`src/rtl/rf_wport_sched.sv`:
```
`default_nettype none
// ============================================================================
//  Module      : rf_wport_sched
//  Description : Write-port scheduler and scoreboard for the 32x32 register
//                file. Shares the single write port between the in-order
//                writeback stage (strict priority) and a 2-entry buffer of
//                out-of-order multicycle results, tracks pending multicycle
//                destinations, and stalls decode on RAW/WAW hazards.
//  Revision    : 1.0 - initial release
// ============================================================================
module rf_wport_sched #(
    parameter int FIFO_DEPTH = 2
) (
    input  logic        clk,
    input  logic        reset,
    input  logic        i_wb_wr,
    input  logic [4:0]  i_wb_addr,
    input  logic [31:0] i_wb_data,
    input  logic        i_mc_valid,
    output logic        o_mc_ready,
    input  logic [4:0]  i_mc_addr,
    input  logic [31:0] i_mc_data,
    input  logic        i_iss_valid,
    input  logic [4:0]  i_iss_addr,
    input  logic [4:0]  i_id_rs,
    input  logic [4:0]  i_id_rt,
    input  logic        i_id_wr,
    input  logic [4:0]  i_id_rd,
    output logic        o_stall,
    output logic        o_rf_wr,
    output logic [4:0]  o_rf_addr,
    output logic [31:0] o_rf_data,
    output logic        o_err
);

    localparam logic [1:0] c_CNT_FULL = 2'(FIFO_DEPTH);

    // Scoreboard and result buffer state
    logic [31:0] r_pend;
    logic [4:0]  r_fifo_addr [0:1];
    logic [31:0] r_fifo_data [0:1];
    logic        r_wr_ptr;
    logic        r_rd_ptr;
    logic [1:0]  r_count;
    logic        r_err;

    logic        w_full;
    logic        w_empty;
    logic        w_wb_sel;
    logic        w_push;
    logic        w_pop;
    logic        w_set;
    logic        w_pend_any;
    logic        w_pend_multi;
    logic        w_outstanding_ge2;
    logic        w_stall;
    logic [4:0]  w_head_addr;
    logic [31:0] w_head_data;
    logic [31:0] w_pend_next;

    assign w_full      = (r_count == c_CNT_FULL);
    assign w_empty     = (r_count == 2'd0);
    assign w_head_addr = r_fifo_addr[r_rd_ptr];
    assign w_head_data = r_fifo_data[r_rd_ptr];

    // Ready depends only on registered occupancy, never on a same-cycle pop
    assign o_mc_ready  = !w_full;

    // Writeback owns the port whenever it writes a real register
    assign w_wb_sel    = i_wb_wr && (i_wb_addr != 5'd0);
    assign w_pop       = !w_wb_sel && !w_empty;
    assign w_push      = i_mc_valid && !w_full && (i_mc_addr != 5'd0);

    // "At least two outstanding" = buffered entries + pending bits >= 2;
    // x & (x-1) is non-zero exactly when two or more pend bits are set
    assign w_pend_any        = |r_pend;
    assign w_pend_multi      = |(r_pend & (r_pend - 32'd1));
    assign w_outstanding_ge2 = (r_count == 2'd2)
                            || ((r_count == 2'd1) && w_pend_any)
                            || w_pend_multi;

    // Hazard detection from registered state only
    always_comb begin
        w_stall = 1'b0;
        if ((i_id_rs != 5'd0) && r_pend[i_id_rs])
            w_stall = 1'b1;
        if ((i_id_rt != 5'd0) && r_pend[i_id_rt])
            w_stall = 1'b1;
        if (i_id_wr && (i_id_rd != 5'd0) && r_pend[i_id_rd])
            w_stall = 1'b1;
        if (i_iss_valid && (i_iss_addr != 5'd0) && r_pend[i_iss_addr])
            w_stall = 1'b1;
        if (i_iss_valid && w_outstanding_ge2)
            w_stall = 1'b1;
    end

    assign o_stall = w_stall;
    assign w_set   = i_iss_valid && !w_stall && (i_iss_addr != 5'd0);

    // Write-port arbitration: writeback first, then buffer head, else idle
    always_comb begin
        o_rf_wr   = 1'b0;
        o_rf_addr = 5'd0;
        o_rf_data = 32'd0;
        if (w_wb_sel) begin
            o_rf_wr   = 1'b1;
            o_rf_addr = i_wb_addr;
            o_rf_data = i_wb_data;
        end else if (!w_empty) begin
            o_rf_wr   = 1'b1;
            o_rf_addr = w_head_addr;
            o_rf_data = w_head_data;
        end
    end

    // Next scoreboard: clear the register being written from the buffer, then set a new issue
    always_comb begin
        w_pend_next = r_pend;
        if (w_pop)
            w_pend_next[w_head_addr] = 1'b0;
        if (w_set)
            w_pend_next[i_iss_addr] = 1'b1;
        w_pend_next[0] = 1'b0;
    end

    // Scoreboard register
    always_ff @(posedge clk or negedge reset) begin
        if (!reset)
            r_pend <= '0;
        else
            r_pend <= w_pend_next;
    end

    // Result buffer: pointers, occupancy and entry storage
    always_ff @(posedge clk or negedge reset) begin
        if (!reset) begin
            r_wr_ptr       <= 1'b0;
            r_rd_ptr       <= 1'b0;
            r_count        <= 2'd0;
            r_fifo_addr[0] <= 5'd0;
            r_fifo_addr[1] <= 5'd0;
            r_fifo_data[0] <= 32'd0;
            r_fifo_data[1] <= 32'd0;
        end else begin
            if (w_push) begin
                r_fifo_addr[r_wr_ptr] <= i_mc_addr;
                r_fifo_data[r_wr_ptr] <= i_mc_data;
                r_wr_ptr              <= !r_wr_ptr;
            end
            if (w_pop)
                r_rd_ptr <= !r_rd_ptr;
            case ({w_push, w_pop})
                2'b10:   r_count <= r_count + 2'd1;
                2'b01:   r_count <= r_count - 2'd1;
                default: r_count <= r_count;
            endcase
        end
    end

    // Sticky error: a result accepted for a register that was not pending
    always_ff @(posedge clk or negedge reset) begin
        if (!reset)
            r_err <= 1'b0;
        else if (w_push && !r_pend[i_mc_addr])
            r_err <= 1'b1;
    end

    assign o_err = r_err;

endmodule
`default_nettype wire

```
`config.mk`:
```
export PLATFORM = sky130hd
export DESIGN_NAME = rf_wport_sched
export DESIGN_NICKNAME = d
export VERILOG_FILES = /design/src/rtl/rf_wport_sched.sv
export SDC_FILE = /design/constraint.sdc
export NUM_CORES = 1
export LEC_CHECK = 0
export BUFFER_PORTS_ARGS = -buffer_cell sky130_fd_sc_hd__buf_4
export CAP_MARGIN = 5
export CELL_PAD_IN_SITES_DETAIL_PLACEMENT = 1
export CELL_PAD_IN_SITES_GLOBAL_PLACEMENT = 2
export CORE_MARGIN = 8
export CORE_UTILIZATION = 30
export DETAILED_ROUTE_END_ITERATION = 8
export PLACE_DENSITY = 0.79
export SLEW_MARGIN = 5
export SYNTH_ARGS = -nofsm -noshare
export SYNTH_HDL_FRONTEND = slang
export SYNTH_SLANG_ARGS = --single-unit
```
`constraint.sdc`:
```
create_clock -name clk -period 8.8 [get_ports clk]
set_input_delay 2.64 -clock clk [delete_from_list [all_inputs] [get_ports clk]]
set_output_delay 2.64 -clock clk [all_outputs]
set_load 0.05 [all_outputs]
```
==> metrics, run 1 <==
Fmax achieved=137 MHz; most common cell after layout, fill and taps aside=buf_4; CTS tree=done; asr flop ratio synth=100%; CTS resizes=0; WP data required=6.16 ns; GR Layer Usage met3=2.37%; register area share after synthesis=37.4%; synth warn=0; GR peak layer=met2; DR iter-0 viols=389; Vias=6127; synthesized flop and latch total=110; Hold Vio Cnt, Final=0; chip width=173 um; CP cell instances=buf_4 > mux4_2 > mux2_2 > nand2_1 > nand2_1 > a2111oi_4 > nand3_1 > buf_4; Slew Limit Fails=0; Hold Startpoint=r_fifo_data[62]; synthesized area=0.00736 mm2; largest family of logic cells by synthesized area=multiplexers; DRC=0; mean post-synth cell area=10.4 um2; initial core utilization=30.4%; grt met2 use=28.0%; H-Tree Depth=3; RSZ-0062 raised after global routing=false; worst-margin pin slew=1.01 ns; Leak=3.76 nW; hold crit path type=flop to flop; CP endpoint kind=primary output; Ports=141; hold depth=1; VDD IR max=0.131 mV; Root Driver=clkbuf_16; Min-Delay Endpoint=r_fifo_data[62]; count of cell types in the netlist=66; non-filler cells, final=1122; remaining global-route overflow=0; die area=0.0298 mm2; placed cell count=1106; GR Util met1=20.3%; final WL=24500 um; clock tree buffer depth=2; GR Util All Layers=16.2%; post-route setup TNS=0 ns; Setup Buffers After CTS=0; DR vias/cell=5.46; R2R Setup Slk=5.48 ns; Final setup violation count=0; multiplexer share of the synthesized area=28.1%; diodes inserted=0; Clk Latency, worst-skew pair=0.36 ns; TritonCTS buffer count=9; core area=0.0242 mm2; largest fanout on the critical path=11; CP max stage delay=0.52 ns; share of post-route cells with drive strength above 1=32.0%; Std-Cell Rows=57; R2R cell count=7; Final GP Congestion=0.838; XOR/XNOR share of the synthesized area=0.476%; WL/cell=21.8 um; # fillers=2722; Pwr per Cell Area=310 mW/mm2; synthesized instance count=708; Max Cap Viol=0; drt pass-1 iters=5; vias in the first global route=6633; nets@finish=897; CP arrival=4.67 ns; Synth Area in Compound Gates=16.7%; Crit Path Category=primary input to primary output; most frequent cells in the layout=145 x buf_4, 109 x dfrtp_1, 72 x nand2_1; Routed Antenna Nets=0; Crit Reg-Reg Endpoint=r_pend[29]; Post-CTS Hold Fix Bufs=0; clock sink count=110; Layout Utilization=36.7%; syn_nets=812; status=finished, final reports clean; period utilization=83.1%; r2r startpoint=r_pend[2]; Slew HR=32.5%; Post-Synth Simple-Gate Area=11.7%; global-route wire length before repair=39100 um; Area growth, synth to finish=20.6%; Port Buffers=140; Main synth FF type=dfrtp_1; Adder-Cell Fraction of Synth Area=0.680%; minimum clock period=7.31 ns; largest net degree at the start of global routing=62; Die H=173 um; HPWL Detailed=17200 um; Critical-path top delay cell=a2111oi_4; initial antenna violation count=0; Post-synth EDFFs=0; Worst Setup Start Kind=primary input; clk_skew=0.0139 ns; CTS clk-pin slew, worst paths=0.08 ns
-- how the worst max path moves through the flow --
| stage | start | end | slack, ns | cells past startpoint |
|---|---|---|---|---|
| floorplan | i_wb_addr[1] | o_rf_data[10] | 1.37 | 4 |
| global placement | i_id_rd[0] | o_stall | 1.49 | 8 |
| detailed placement | i_id_rd[0] | o_stall | 1.47 | 8 |
| CTS | i_id_rd[0] | o_stall | 1.47 | 8 |
| global route | i_id_rt[0] | o_stall | 1.39 | 8 |
| finish | i_id_rd[0] | o_stall | 1.49 | 8 |
-- worst max-delay path: cells and delay by family --
family	cells	cell delay, ns
buffers and inverters	2	0.40
muxes	2	0.77
AOI/OAI and AO/OA	1	0.52
and+or+nand+nor	3	0.32
-- flip-flops by register name (all words and copies together), names as in the netlist --
signal and count:
r_fifo_data 64, r_pend 31, r_fifo_addr 10, r_count 2, o_err 1, r_rd_ptr 1, r_wr_ptr 1
-- metrics by stage --
step                power, W  cell area (um2)  hold WS, ns  worst slack (ns)
finish               0.00275             8870        0.488              1.49
global route         0.00294             8870        0.505              1.39
CTS                  0.00279             8870        0.493              1.47
detailed placement   0.00235             8560        0.474              1.47
global placement     0.00231             8560        0.465              1.49
floorplan            0.00191             7360        0.457              1.37
-- area by class of cell --
class                           instances  area [um2]  area share (%)
Tap cell                              324         405            4.57
Inverter                               14        52.6           0.592
Clock inverter                          7        91.3            1.03
Clock buffer                            9         225            2.54
Timing Repair Buffer                  145        1090            12.3
Sequential cell                       110        2750            31.0
Multi-Input combinational cell        513        4260            48.0
-- logic make-up (layout without fill, tap and decap cells) --
family / Yosys count / after routing
xor gates and xnor gates: 4 / 4
AOI/OAI and AO/OA: 175 / 175
and+or+nand+nor: 167 / 167
muxes: 163 / 163
buffers and inverters: 85 / 175
DFF: 110 / 110
adders and majority gates: 4 / 4
-- power breakdown --
part | switching, W | leakage (nW) | internal, W | total [W]
clock | 0.000201 | 0.157 | 0.000228 | 0.000430
sequential | 0.000231 | 1.35 | 0.000714 | 0.000944
combinational | 0.000798 | 2.25 | 0.000578 | 0.00138
-- Yosys cell counts (3+ instances only) --
library cell	number	area, um2
o21ai_1	3	15.0
a2111oi_0	6	52.6
buf_2	6	30.0
ha_1	4	50.1
a21oi_1	10	50.1
nor3_1	6	30.0
mux4_2	22	495
nand3b_1	3	22.5
nor2b_1	6	37.5
o22ai_1	6	37.5
mux2i_1	59	591
nor3b_1	3	22.5
nand2_1	73	274
or3_1	4	25.0
mux2_1	29	327
buf_6	4	45.0
clkbuf_1	45	169
mux2_2	49	552
nor2_1	18	67.6
buf_1	14	52.6
nand3_1	8	40.0
mux4_1	4	105
o41ai_1	3	26.3
a31oi_1	3	18.8
inv_1	13	48.8
o21ai_0	46	230
nand2b_1	12	75.1
a211oi_1	3	22.5
dfrtp_1	110	2750
o32ai_1	4	35.0
nor4_1	9	56.3
xnor2_1	4	35.0
o31ai_1	67	503
or2_2	9	56.3
nand4_1	4	25.0
or4_1	3	22.5
-- layer usage --
layer / share of wire (%) / wire length (um)
met3: 3.9 / 958
met1: 43 / 10500
met5: 0 / 0
met2: 50 / 12300
met4: 2.6 / 628
No activity file was read; power rests on OpenSTA's default activity.
==> inputs of run 2 (changes only) <==
--- a/config.mk
+++ b/config.mk
@@ -5,6 +5,7 @@
 export SDC_FILE = /design/constraint.sdc
 export NUM_CORES = 1
 export LEC_CHECK = 0
+export ABC_AREA = 1
 export BUFFER_PORTS_ARGS = -buffer_cell sky130_fd_sc_hd__buf_4
 export CAP_MARGIN = 5
 export CELL_PAD_IN_SITES_DETAIL_PLACEMENT = 1
@@ -12,7 +13,7 @@
 export CORE_MARGIN = 8
 export CORE_UTILIZATION = 30
 export DETAILED_ROUTE_END_ITERATION = 8
-export PLACE_DENSITY = 0.79
+export PLACE_DENSITY = 0.88
 export SLEW_MARGIN = 5
 export SYNTH_ARGS = -nofsm -noshare
 export SYNTH_HDL_FRONTEND = slang
==> constraint.sdc (replaced) <==
create_clock -name clk -period 7.09 [get_ports clk]
set_input_delay 2.127 -clock clk [delete_from_list [all_inputs] [get_ports clk]]
set_output_delay 2.127 -clock clk [all_outputs]
set_load 0.05 [all_outputs]
==> run 2 against run 1 <==
- cell area up 4.6%
- non-clock buffer count up 1
- clock power grew 22%
- synthesized cell count is 67% higher
- area after synthesis up 5.8%
- worst hold slack is essentially flat
- largest power group unchanged
- highest routed layer is now met5
==> metrics, run 2 <==
Max Cap Viol=0 (unchanged); Post-synth EDFFs=0 (unchanged); Vias=8294 (was 6127); largest net degree at the start of global routing=75 (was 62); die area=0.0314 mm2 (was 0.0298 mm2); initial antenna violation count=1 (was 0); HPWL Detailed=22100 um (was 17200 um); Routed Antenna Nets=0 (unchanged); top flop regs=r_fifo_data: 64 flops, r_pend: 31 flops, r_fifo_addr: 10 flops (unchanged); CP endpoint kind=primary output (unchanged); Clk Latency, worst-skew pair=0.36 ns (about the same); Layout Utilization=36.0% (was 36.7%); DR vias/cell=5.13 (was 5.46); Worst Setup Start Kind=primary input (unchanged); status=finished, final reports clean (unchanged); net switching power=0.00201 W (was 0.00123 W); Die H=177 um (was 173 um); vias in the first global route=8595 (was 6633); Power Internal=0.00180 W (was 0.00152 W); Root Driver=clkbuf_16 (unchanged); largest fanout on the critical path=38 (was 11); DRC=0 (unchanged); diodes inserted=0 (unchanged); Std-Cell Rows=59 (was 57); max reg flops=64 (unchanged); synthesized flop and latch total=110 (unchanged); Final GP Congestion=0.862 (was 0.838); CTS clk-pin slew, worst paths=0.08 ns (about the same); Fmax achieved=165 MHz; DR iter-0 viols=603 (was 389); syn_nets=1287 (was 812); Main synth FF type=dfrtp_1 (unchanged); minimum clock period=6.08 ns; CP arrival=3.95 ns (was 4.67 ns); clock tree buffer depth=2 (unchanged); clk_skew=0.0173 ns (was 0.0139 ns); period utilization=85.7%; most frequent cells in the layout=373 x nand2_1, 180 x o21ai_0, 146 x buf_4 (was 145 x buf_4, 109 x dfrtp_1, 72 x nand2_1); remaining global-route overflow=0 (unchanged); Leak=4.69 nW (was 3.76 nW); Post-CTS Hold Fix Bufs=0 (unchanged); TritonCTS buffer count=9 (unchanged); GR Util All Layers=19.1% (was 16.2%); Crit Path Category=primary input to primary output (unchanged); synthesized instance count=1183 (was 708); Hold Vio Cnt, Final=0 (unchanged); count leader, synth=nand2_1 (was dfrtp_1); Area growth, synth to finish=19.1% (was 20.6%); Worst Hold Slack=0.488 ns (about the same); # fillers=3330 (was 2722); leading area contributor after synthesis=dfrtp_1 (unchanged); Final Cell Area=0.00928 mm2 (was 0.00887 mm2); VDD IR max=0.208 mV (was 0.131 mV); Clk pwr share=13.7% (was 15.6%); count of cell types in the netlist=37 (was 66); register area share after synthesis=35.4% (was 37.4%); Slew Limit Fails=0 (unchanged); sequential power share=33.7% (was 34.4%); synthesized area=0.00779 mm2 (was 0.00736 mm2); WP data required=4.96 ns (was 6.16 ns); combinational share of power=52.6% (was 50.0%); top post-synthesis cells by area=dfrtp_1 35%, nand2_1 18%, o21ai_0 12% (was dfrtp_1 37%, mux2i_1 8.0%, mux2_2 7.5%); switch share=52.7% (was 44.7%); top cell type's share of synthesized area=35.4% (was 37.4%); placed cell areas=0.00897 mm2 (was 0.00856 mm2); Port Buffers=140 (unchanged); most common cell after layout, fill and taps aside=nand2_1 (was buf_4); post-route setup TNS=0 ns (unchanged); CTS tree=done (unchanged); synth warn=0 (unchanged); Slew HR=36.5% (was 32.5%); hold crit path type=flop to flop (unchanged); chip width=177 um (was 173 um); top post-synthesis cells by count=373 x nand2_1, 180 x o21ai_0, 110 x dfrtp_1, 110 x inv_1, 98 x nor2_1 (was 110 x dfrtp_1, 73 x nand2_1, 67 x o31ai_1, 59 x mux2i_1, 49 x mux2_2); worst-margin pin slew=0.952 ns (was 1.01 ns); CTS resizes=0 (unchanged); WL/cell=18.6 um (was 21.8 um); core area=0.0258 mm2 (was 0.0242 mm2); global-route wire length before repair=47500 um (was 39100 um); share of post-route cells with drive strength above 1=14.9% (was 32.0%); asr flop ratio synth=100% (unchanged); Ports=141 (unchanged); Setup Buffers After CTS=0 (unchanged); H-Tree Depth=3 (unchanged); RSZ-0062 raised after global routing=false (unchanged); Biggest register=r_fifo_data (unchanged); Pwr per Cell Area=411 mW/mm2 (was 310 mW/mm2); Final setup violation count=0 (unchanged); initial core utilization=30.2% (was 30.4%); clock sink count=110 (unchanged); mean post-synth cell area=6.58 um2 (was 10.4 um2); final WL=30100 um (was 24500 um); nets@finish=1380 (was 897); R2R Setup Slk=4.58 ns (was 5.48 ns); drt pass-1 iters=7 (was 5)
[run 2: changes by cell type in the layout (fill, tap and decap cells not counted), moves of 26 or more]
cell / before / now
mux2_2: 49 / 0
mux2_1: 29 / 0
inv_1: 13 / 110
nor2_1: 17 / 98
nand4_1: 4 / 35
o31ai_1: 67 / 1
o21ai_0: 46 / 180
nand3_1: 8 / 73
mux2i_1: 59 / 33
nand2_1: 72 / 373
[run 2: metal layers]
layer	wire, um	track usage, %	up-vias
li1	-	-	4033
met1	14000	25.7	4000
met2	13700	30.7	224
met3	1870	3.93	35
met4	599	5.18	2
met5	13	0	-
[run 2: worst paths after layout]
path                       cells after the start       startpoint              end
max in group asynchronous                      2            reset       r_pend[11]
max reg2reg                                   14        r_pend[4]       r_pend[22]
min                                            2  r_fifo_data[58]  r_fifo_data[58]
min in group asynchronous                      1            reset  r_fifo_data[46]
max                                            9     i_wb_addr[2]     o_rf_data[4]
min reg2reg                                    2  r_fifo_data[58]  r_fifo_data[58]
[run 2: cell families after synthesis]
group	count (synthesis)	synth area share (%)
buf+inv	181	10.0
mux	33	4.24
compound gates	237	15.8
xor+xnor	3	0.338
fa+ha+maj	4	0.643
simple gates	615	33.6
flops	110	35.4
[run 2: power by group through the flow]
stage | clock (W) | combinational, W | sequential (W)
2_1_floorplan | 0 | 0.00153 | 0.00105
3_3_place_gp | 0 | 0.00198 | 0.00127
6_report | 0.000523 | 0.00201 | 0.00129
3_5_place_dp | 0 | 0.00201 | 0.00129
5_1_grt | 0.000553 | 0.00226 | 0.00131
4_1_cts | 0.000534 | 0.00202 | 0.00128
[run 2: area by class of cell]
class	count	area, um2	share of cell area, %
multi-input combinational	892	4260	45.9
clock buffer	9	225	2.43
inverter	117	439	4.73
sequential	110	2750	29.7
timing repair buffer	146	1100	11.8
tap	335	419	4.52
clock inverter	7	83.8	0.904
[run 2: worst max-delay path, stage by stage]
cell and delay (ns):
buf_4 0.11, nor3_1 0.19, nand3_1 0.11, nand2_1 0.15, inv_2 0.26, nor2_4 0.23
inv_2 0.24, o21ai_0 0.28, buf_4 0.24
[run 2: per-stage QoR]
stage	std cells	total power [W]	setup slack, ns
floorplan	1183	0.00259	0.785
CTS	1616	0.00384	0.998
finish	1616	0.00382	1.01
detailed placement	1600	0.00330	1.00
global placement	1600	0.00325	1.13
global route	1616	0.00412	0.800
